### src/rtl/dmem_port.sv
// dmem_port: single-port byte-addressable data memory behind a valid/ready
// request interface with a one-cycle response strobe.
//
// Ports:
//   clk        rising-edge clock
//   rst        synchronous active-high reset
//   req_valid  access request (in)
//   req_ready  block can accept a request (out, high only in IDLE)
//   wren       1 = store, 0 = load
//   addr       byte address, ADDR_WIDTH bits, wraps modulo 2^ADDR_WIDTH
//   data       store data, right-justified
//   dataSize   00 byte, 01 half, 10/11 word
//   isSigned   sign-extend (1) or zero-extend (0) load results
//   rsp_valid  one-cycle response strobe (registered)
//   q          load result, 0 for stores; held until the next response
//   err        misaligned-access flag, valid with rsp_valid
//   fsm_state  current FSM state (debug)
//
// Handshake: a request is taken on a rising edge where req_valid && req_ready
// and rst is low; all request fields are sampled on that edge. req_valid while
// req_ready is low is ignored. The response is a single-cycle rsp_valid pulse
// with q/err, issued 1+DELAY edges after the accept edge.
//
// Configuration macro DMEM_PORT_MISALIGN_TRAP_EN:
//   defined   - misaligned half/word accesses report err=1, stores are
//               dropped and loads return 0.
//   undefined - low address bits are forced to the access alignment and
//               err is always 0.

module dmem_port #(
    parameter int BIT_WIDTH  = 32,
    parameter int ADDR_WIDTH = 8,
    parameter int DELAY      = 0
) (
    input  logic                  clk,
    input  logic                  rst,
    input  logic                  req_valid,
    output logic                  req_ready,
    input  logic                  wren,
    input  logic [ADDR_WIDTH-1:0] addr,
    input  logic [BIT_WIDTH-1:0]  data,
    input  logic [1:0]            dataSize,
    input  logic                  isSigned,
    output logic                  rsp_valid,
    output logic [BIT_WIDTH-1:0]  q,
    output logic                  err,
    output logic [1:0]            fsm_state
);

    localparam int DEPTH = 2 ** (ADDR_WIDTH - 2);
    localparam logic [2:0] WAIT_LAST = (DELAY > 0) ? 3'(DELAY - 1) : 3'd0;

    typedef enum logic [1:0] {
        IDLE = 2'd0,
        WAIT = 2'd1,
        RESP = 2'd2
    } state_t;

    state_t state, state_next;

    logic [2:0]            wait_cnt;
    logic [BIT_WIDTH-1:0]  mem [DEPTH];
    logic                  accept;
    logic                  drop;
    logic [ADDR_WIDTH-1:0] addr_eff;
    logic [3:0]            lane_en;
    logic [BIT_WIDTH-1:0]  wr_word;

    logic [ADDR_WIDTH-1:0] addr_r;
    logic                  wren_r;
    logic [1:0]            size_r;
    logic                  signed_r;
    logic                  drop_r;

    logic [BIT_WIDTH-1:0]  rd_word;
    logic [BIT_WIDTH-1:0]  rd_shift;
    logic [BIT_WIDTH-1:0]  load_val;

    assign req_ready = (state == IDLE);
    assign fsm_state = state;
    // Reset wins over a simultaneous request.
    assign accept    = req_valid && req_ready && !rst;

`ifdef DMEM_PORT_MISALIGN_TRAP_EN
    assign drop     = ((dataSize == 2'b01) && addr[0]) ||
                      (dataSize[1] && (addr[1:0] != 2'b00));
    assign addr_eff = addr;
`else
    assign drop = 1'b0;
    always_comb begin
        addr_eff = addr;
        if (dataSize == 2'b01) begin
            addr_eff[0] = 1'b0;
        end else if (dataSize[1]) begin
            addr_eff[1:0] = 2'b00;
        end
    end
`endif

    // Byte enables and lane-replicated store data: the addressed lanes pick
    // their bytes straight out of the replicated word.
    always_comb begin
        lane_en = 4'b1111;
        wr_word = data;
        case (dataSize)
            2'b00: begin
                lane_en = 4'b0001 << addr_eff[1:0];
                wr_word = {4{data[7:0]}};
            end
            2'b01: begin
                lane_en = addr_eff[1] ? 4'b1100 : 4'b0011;
                wr_word = {2{data[15:0]}};
            end
            default: begin
                lane_en = 4'b1111;
                wr_word = data;
            end
        endcase
    end

    // Stores commit on the accept edge; memory is never reset.
    always_ff @(posedge clk) begin
        if (accept && wren && !drop) begin
            for (int k = 0; k < 4; k++) begin
                if (lane_en[k]) begin
                    mem[addr_eff[ADDR_WIDTH-1:2]][8*k +: 8] <= wr_word[8*k +: 8];
                end
            end
        end
    end

    always_ff @(posedge clk) begin
        if (accept) begin
            addr_r   <= addr_eff;
            wren_r   <= wren;
            size_r   <= dataSize;
            signed_r <= isSigned;
            drop_r   <= drop;
        end
    end

    always_ff @(posedge clk) begin
        if (rst) begin
            state <= IDLE;
        end else begin
            state <= state_next;
        end
    end

    always_comb begin
        state_next = state;
        case (state)
            IDLE: begin
                if (req_valid) begin
                    state_next = (DELAY == 0) ? RESP : WAIT;
                end
            end
            WAIT: begin
                if (wait_cnt == WAIT_LAST) begin
                    state_next = RESP;
                end
            end
            RESP:    state_next = IDLE;
            default: state_next = IDLE;
        endcase
    end

    always_ff @(posedge clk) begin
        if (rst) begin
            wait_cnt <= 3'd0;
        end else if (state == WAIT) begin
            wait_cnt <= wait_cnt + 3'd1;
        end else begin
            wait_cnt <= 3'd0;
        end
    end

    // Load path: bring the addressed byte/half down to bit 0, then extend.
    assign rd_word  = mem[addr_r[ADDR_WIDTH-1:2]];
    assign rd_shift = rd_word >> {addr_r[1:0], 3'b000};

    always_comb begin
        load_val = rd_shift;
        case (size_r)
            2'b00:   load_val = {{24{signed_r & rd_shift[7]}}, rd_shift[7:0]};
            2'b01:   load_val = {{16{signed_r & rd_shift[15]}}, rd_shift[15:0]};
            default: load_val = rd_shift;
        endcase
    end

    // Response registers are loaded while in RESP, so the strobe appears the
    // cycle after RESP, alongside IDLE.
    always_ff @(posedge clk) begin
        if (rst) begin
            rsp_valid <= 1'b0;
            q         <= '0;
            err       <= 1'b0;
        end else begin
            rsp_valid <= (state == RESP);
            if (state == RESP) begin
                q   <= (wren_r || drop_r) ? '0 : load_val;
                err <= drop_r;
            end
        end
    end

endmodule
### config.mk
export PLATFORM = sky130hd
export DESIGN_NAME = dmem_port
export DESIGN_NICKNAME = d
export VERILOG_FILES = /design/src/rtl/dmem_port.sv
export SDC_FILE = /design/constraint.sdc
export NUM_CORES = 2
export LEC_CHECK = 0
export BUFFER_PORTS_ARGS = -buffer_cell sky130_fd_sc_hd__buf_4
export CELL_PAD_IN_SITES_DETAIL_PLACEMENT = 0
export CELL_PAD_IN_SITES_GLOBAL_PLACEMENT = 1
export CORE_MARGIN = 4
export CORE_UTILIZATION = 29
export CTS_BUF_LIST = sky130_fd_sc_hd__clkbuf_2
export DETAILED_ROUTE_END_ITERATION = 6
export GPL_TIMING_DRIVEN = 0
export PLACE_DENSITY = 0.57
export SYNTH_ARGS = -nofsm -noshare
export SYNTH_HDL_FRONTEND = slang
export SYNTH_SLANG_ARGS = --single-unit
### constraint.sdc
create_clock -name clk -period 7.6 [get_ports clk]
set_input_delay 1.52 -clock clk [delete_from_list [all_inputs] [get_ports clk]]
set_output_delay 1.52 -clock clk [all_outputs]
set_load 0.05 [all_outputs]
Word level (Yosys, flattened, before mapping)
Memory sizes are Yosys's and may differ from the RTL's. A register that Yosys moved wholly into a read port is not among the register bits.
Cells that the tools add are included.
{"block": "classes", "n_mux": 24, "add_sub_neg": 1, "n_reduce_logical": 10, "eq_ne": 6, "shift": 2, "bitwise_logic": 3}
{"operator": "one-hot mux 32 bit (2 select lines)", "n": 2}
{"operator": "two-way mux 32 bit", "n": 1}
{"operator": "right shift 32 x 5 -> 32 bit", "n": 1}
{"operator": "two-way mux 1 bit", "n": 14}
{"operator": "one-hot mux 4 bit (2 select lines)", "n": 1}
{"operator": "equality test 2 x 1 -> 1 bit, second input constant", "n": 3}
{"operator": "zero test 2 bit", "n": 3}
{"operator": "two-way mux 2 bit", "n": 3}
{"operator": "two-way mux 6 bit", "n": 1}
{"operator": "two-way mux 4 bit", "n": 1}
{"operator": "!= test 2 bit, second input constant", "n": 2}
{"operator": "one-hot mux 2 bit (2 select lines)", "n": 1}
{"operator": "<< shifter 1 x 2 -> 4 bit, first input constant", "n": 1}
{"operator": "adder 3 x 1 -> 3 bit, second input constant", "n": 1}
{"operator": "logical AND 1 bit", "n": 3}
{"operator": "zero test 3 bit", "n": 1}
{"operator": "bitwise AND 1 bit", "n": 2}
{"operator": "equality test 2 bit, second input constant", "n": 1}
{"operator": "AND reduction 2 bit", "n": 1}
{"operator": "OR reduction 2 bit", "n": 1}
{"operator": "zero test 1 bit", "n": 1}
{"operator": "NOT 1 bit", "n": 1}
{"block": "word_totals", "elab_cells": 55, "ramBits": 2048, "memories": 1, "output_inout_bits": 37, "input_bits": 47, "regBits": 50}
{"memory": "mem", "words": 64, "word_bits": 32, "read_ports": 1, "rd_clocked_by_memory_dff": 1, "wr": 1, "line": "62", "source": "logic [BIT_WIDTH-1:0] mem [DEPTH];"}

Logic depth before layout (Yosys ltp)
{"block": "logic_depth", "word_depth": 7, "ltp_mapped": 15}

Worst setup path before layout
Ideal clock, no wire load.
{"block": "synth_timing", "path_kind": "input -> register", "startpoint": "input port dataSize[0]", "endpoint": "memory mem[0][24], data pin", "arrival_ns": 4.597, "slack_ns": 2.302, "required_ns": 6.898, "path_buffers": 1, "stages": 3, "path_cell_list": "clkbuf_1 -> mux2i_1 -> o21ai_0"}
{"block": "synth_between", "elab_chain_cells": 2}
{"element": "start, declared", "line": "42", "source": "input logic [1:0] dataSize,"}
{"element": "equality test 2 x 1 -> 1 bit or zero test 2 bit (tied branches)", "line": "105", "source": "case (dataSize)"}
{"element": "one-hot mux 32 bit (2 select lines) *", "line": "105"}
{"element": "via wr_word[24]", "line": "67", "source": "logic [BIT_WIDTH-1:0] wr_word;"}
{"element": "end, declared", "line": "62"}
The timed path passes the listed nets; every way through them passes the cells marked *.

==> run metrics <==
status complete, but fails checks; failing checks capacitance limit, slew limit; Synth Area per Inst ~21 sq um; root buffer cell clkbuf_2; Post-Syn Instances ~3,800; Worst VDD drop between 150 and 200 uV; Max Clk Rate between 100 and 150 MHz; post-route setup slack roughly 830 ps; Max clock buf depth 4; Die H about 540 um; Synth cell types between 60 and 70; Hold Slack 168 ps; Slew Viols, Final 38; Slew HR -7.08%; core area about 280,000 sq um; Worst Path Required about 9400 ps; Worst R2R Path Depth 13; initial antenna violation count 21; CTS Buf Count between 500 and 600; Synth Register Bits 2,100; Nets approximately 4,600; CP cell instances buf_2 -> buf_4 -> buf_2 -> buf_2 -> buf_2 -> buf_2 -> mux4_2 -> a22oi_1 -> nand3_1 -> a221oi_1 -> a21oi_1 -> o211ai_1 -> nand3_1; PD cells 243 nW/um^2; Ports 84; # setup viols final 0; gpl congestion roughly 0.97; post-synthesis async set-or-reset flop share 0%; Final Util about 33%; die width roughly 540 um; CP arrival 8570 ps; H-tree depth 6; hold path start data[7]; Hold Crit Class in -> reg; largest net degree at the start of global routing between 60 and 70; total wire length approximately 330,000 um; Post CTS Setup Buffer Count 0; Max Clock Skew approximately 200 ps; Post-synth EDFFs between 2,000 and 2,500; top cells by area, synth edfxtp_1 75%, mux4_2 15%, mux2i_1 1.4%, nor2_1 1.4%, dfxtp_1 0.97%; Tcrit/Tclk final between 80% and 90%; layout cells sized above 1 approximately 36%; final cell count without fillers 8,681; Synth-to-Final Area Change 13.5%; Reg clk slew, reported paths 110 ps; CP peak stage delay 1340 ps; Sink Count approximately 2,100; Starting Density between 20 and 30%; most frequent cell after synthesis edfxtp_1; CP startpoint kind flop; clk_lat worst skew 1930 ps; Crit path top cell by count buf_2; mean routed wirelength per cell about 38 um; initial DRC count 7,399; GRT Total Usage between 20% and 30%; setup tns final 0 ps; slowest CP cell a221oi_1; Core Rows just under 200; CTS tree built; synth cell count leaders 2,060 x edfxtp_1, 533 x mux4_2, 299 x nor2_1; Final Critical Period 6770 ps; Detail Route Antenna Nets 0; fillers approximately 27,000; Setup Crit Path Kind reg -> reg; post-synth top area share around three quarters; gr ovfl total 0; Top delay family on crit path buffers and inverters; buffer and inverter count on the worst path 6; # hold bufs at CTS 17; Slew @ Worst Pin roughly 1600 ps; ys flop type edfxtp_1; sequential element share of the synthesized area 76.0%; worst hold stages 1; first-pass GRT wire length roughly 430,000 um; vias 47,400; Pwr Total between 20 and 25 mW; dpl ws slightly above 1000 ps; critical path fanouts, max 10; vias in the first global route 46,400; CTS resizes 0; Max Cap Viol 8; DP HPWL 219,000 um; Yosys top cell by area edfxtp_1; Lkg Pwr 29.8 nW; YS warnings 0; design area a little over 90,000 sq um; Mapped Area a little over 80,000 sq um; Placed Area 88,500 sq um; DR vias/cell approximately 5.5; critical path depth in cells 13; CP Capture Type flop; RSZ-0062 raised after global routing false; final hold vios 0; IO buf count 81; DRC viols 0; DP Cell Count between 7,000 and 8,000; drt pass-1 iters 6; Die Area 293,000 sq um
state kept, by name, summed over array words and instances, names as in the netlist, named ones only:
signal	flops
rsp_valid	1
addr_r	8
wren_r	1
size_r	2
signed_r	1
mem	2048
fsm_state	1
q	32
final cells by class:
cell class                      count  area [sq um]  share of cell area, %
Clock inverter                    104           541                  0.578
Antenna cell                       28          70.1                 0.0749
Timing Repair Buffer              142          1450                   1.55
Buffer                            218          1440                   1.53
Clock buffer                      829          4150                   4.44
Tap cell                         3743          4680                   5.01
Sequential cell                  2100         62700                   67.0
Inverter                           11          41.3                 0.0441
Multi-Input combinational cell   1506         18500                   19.8
kinds of logic after synthesis:
logic type             synth area share, %
DFF                                   76.0
muxes                                 17.4
and+or+nand+nor                       2.81
AOI/OAI and AO/OA                     2.02
buffers and inverters                 1.74
other                              0.00455
routing by layer:
metal  global-route usage, %  wire length [um]  part of all wire (%)  vias up
met5                       0               123                 0.037        -
met4                    12.4             20100                   6.1       12
met3                    7.43             36000                    11      755
met2                    33.2            148000                    45     3359
met1                    28.0            126000                    38    25500
li1                        -                 -                     -    17800
cells in the final DEF (no fill, tap or decap), drive strengths merged, types with 14 or more instances in the layout:
| cell | count |
|---|---|
| a21oi | 32 |
| nor2b | 14 |
| nor2 | 299 |
| edfxtp | 2060 |
| clkinv | 88 |
| clkbuf | 908 |
| mux2i | 114 |
| dfxtp | 40 |
| mux2 | 40 |
| nand3 | 24 |
| mux4 | 561 |
| o21ai | 41 |
| inv | 19 |
| diode | 28 |
| a22oi | 82 |
| buf | 263 |
| nand2 | 148 |
| dlygate4sd3 | 18 |
| nor3 | 15 |
worst reg2reg max path, cell delays in order (launching register included):
cell and delay (ps):
dfxtp_1 310, buf_2 270, buf_4 330, buf_2 650, buf_2 720, buf_2 830
buf_2 680, mux4_2 540, a22oi_1 300, nand3_1 130, a221oi_1 1340, a21oi_1 180
o211ai_1 330, nand3_1 110
path summary, 6_finish.rpt:
check,endpoint,slack [ps]
min,mem[0][7],170
min reg2reg,flop,470
max reg2reg,q[12],830
max,q[12],830
where the power goes:
part           internal (mW)  switching, mW  total, mW  leakage, nW
combinational          0.633           1.51       2.14         7.27
clock                   3.03           4.76       7.80         3.70
sequential              12.8        0.00975       12.8         18.9
total                   16.5           6.28       22.7         29.8
Power figures use the tool's default switching activity.
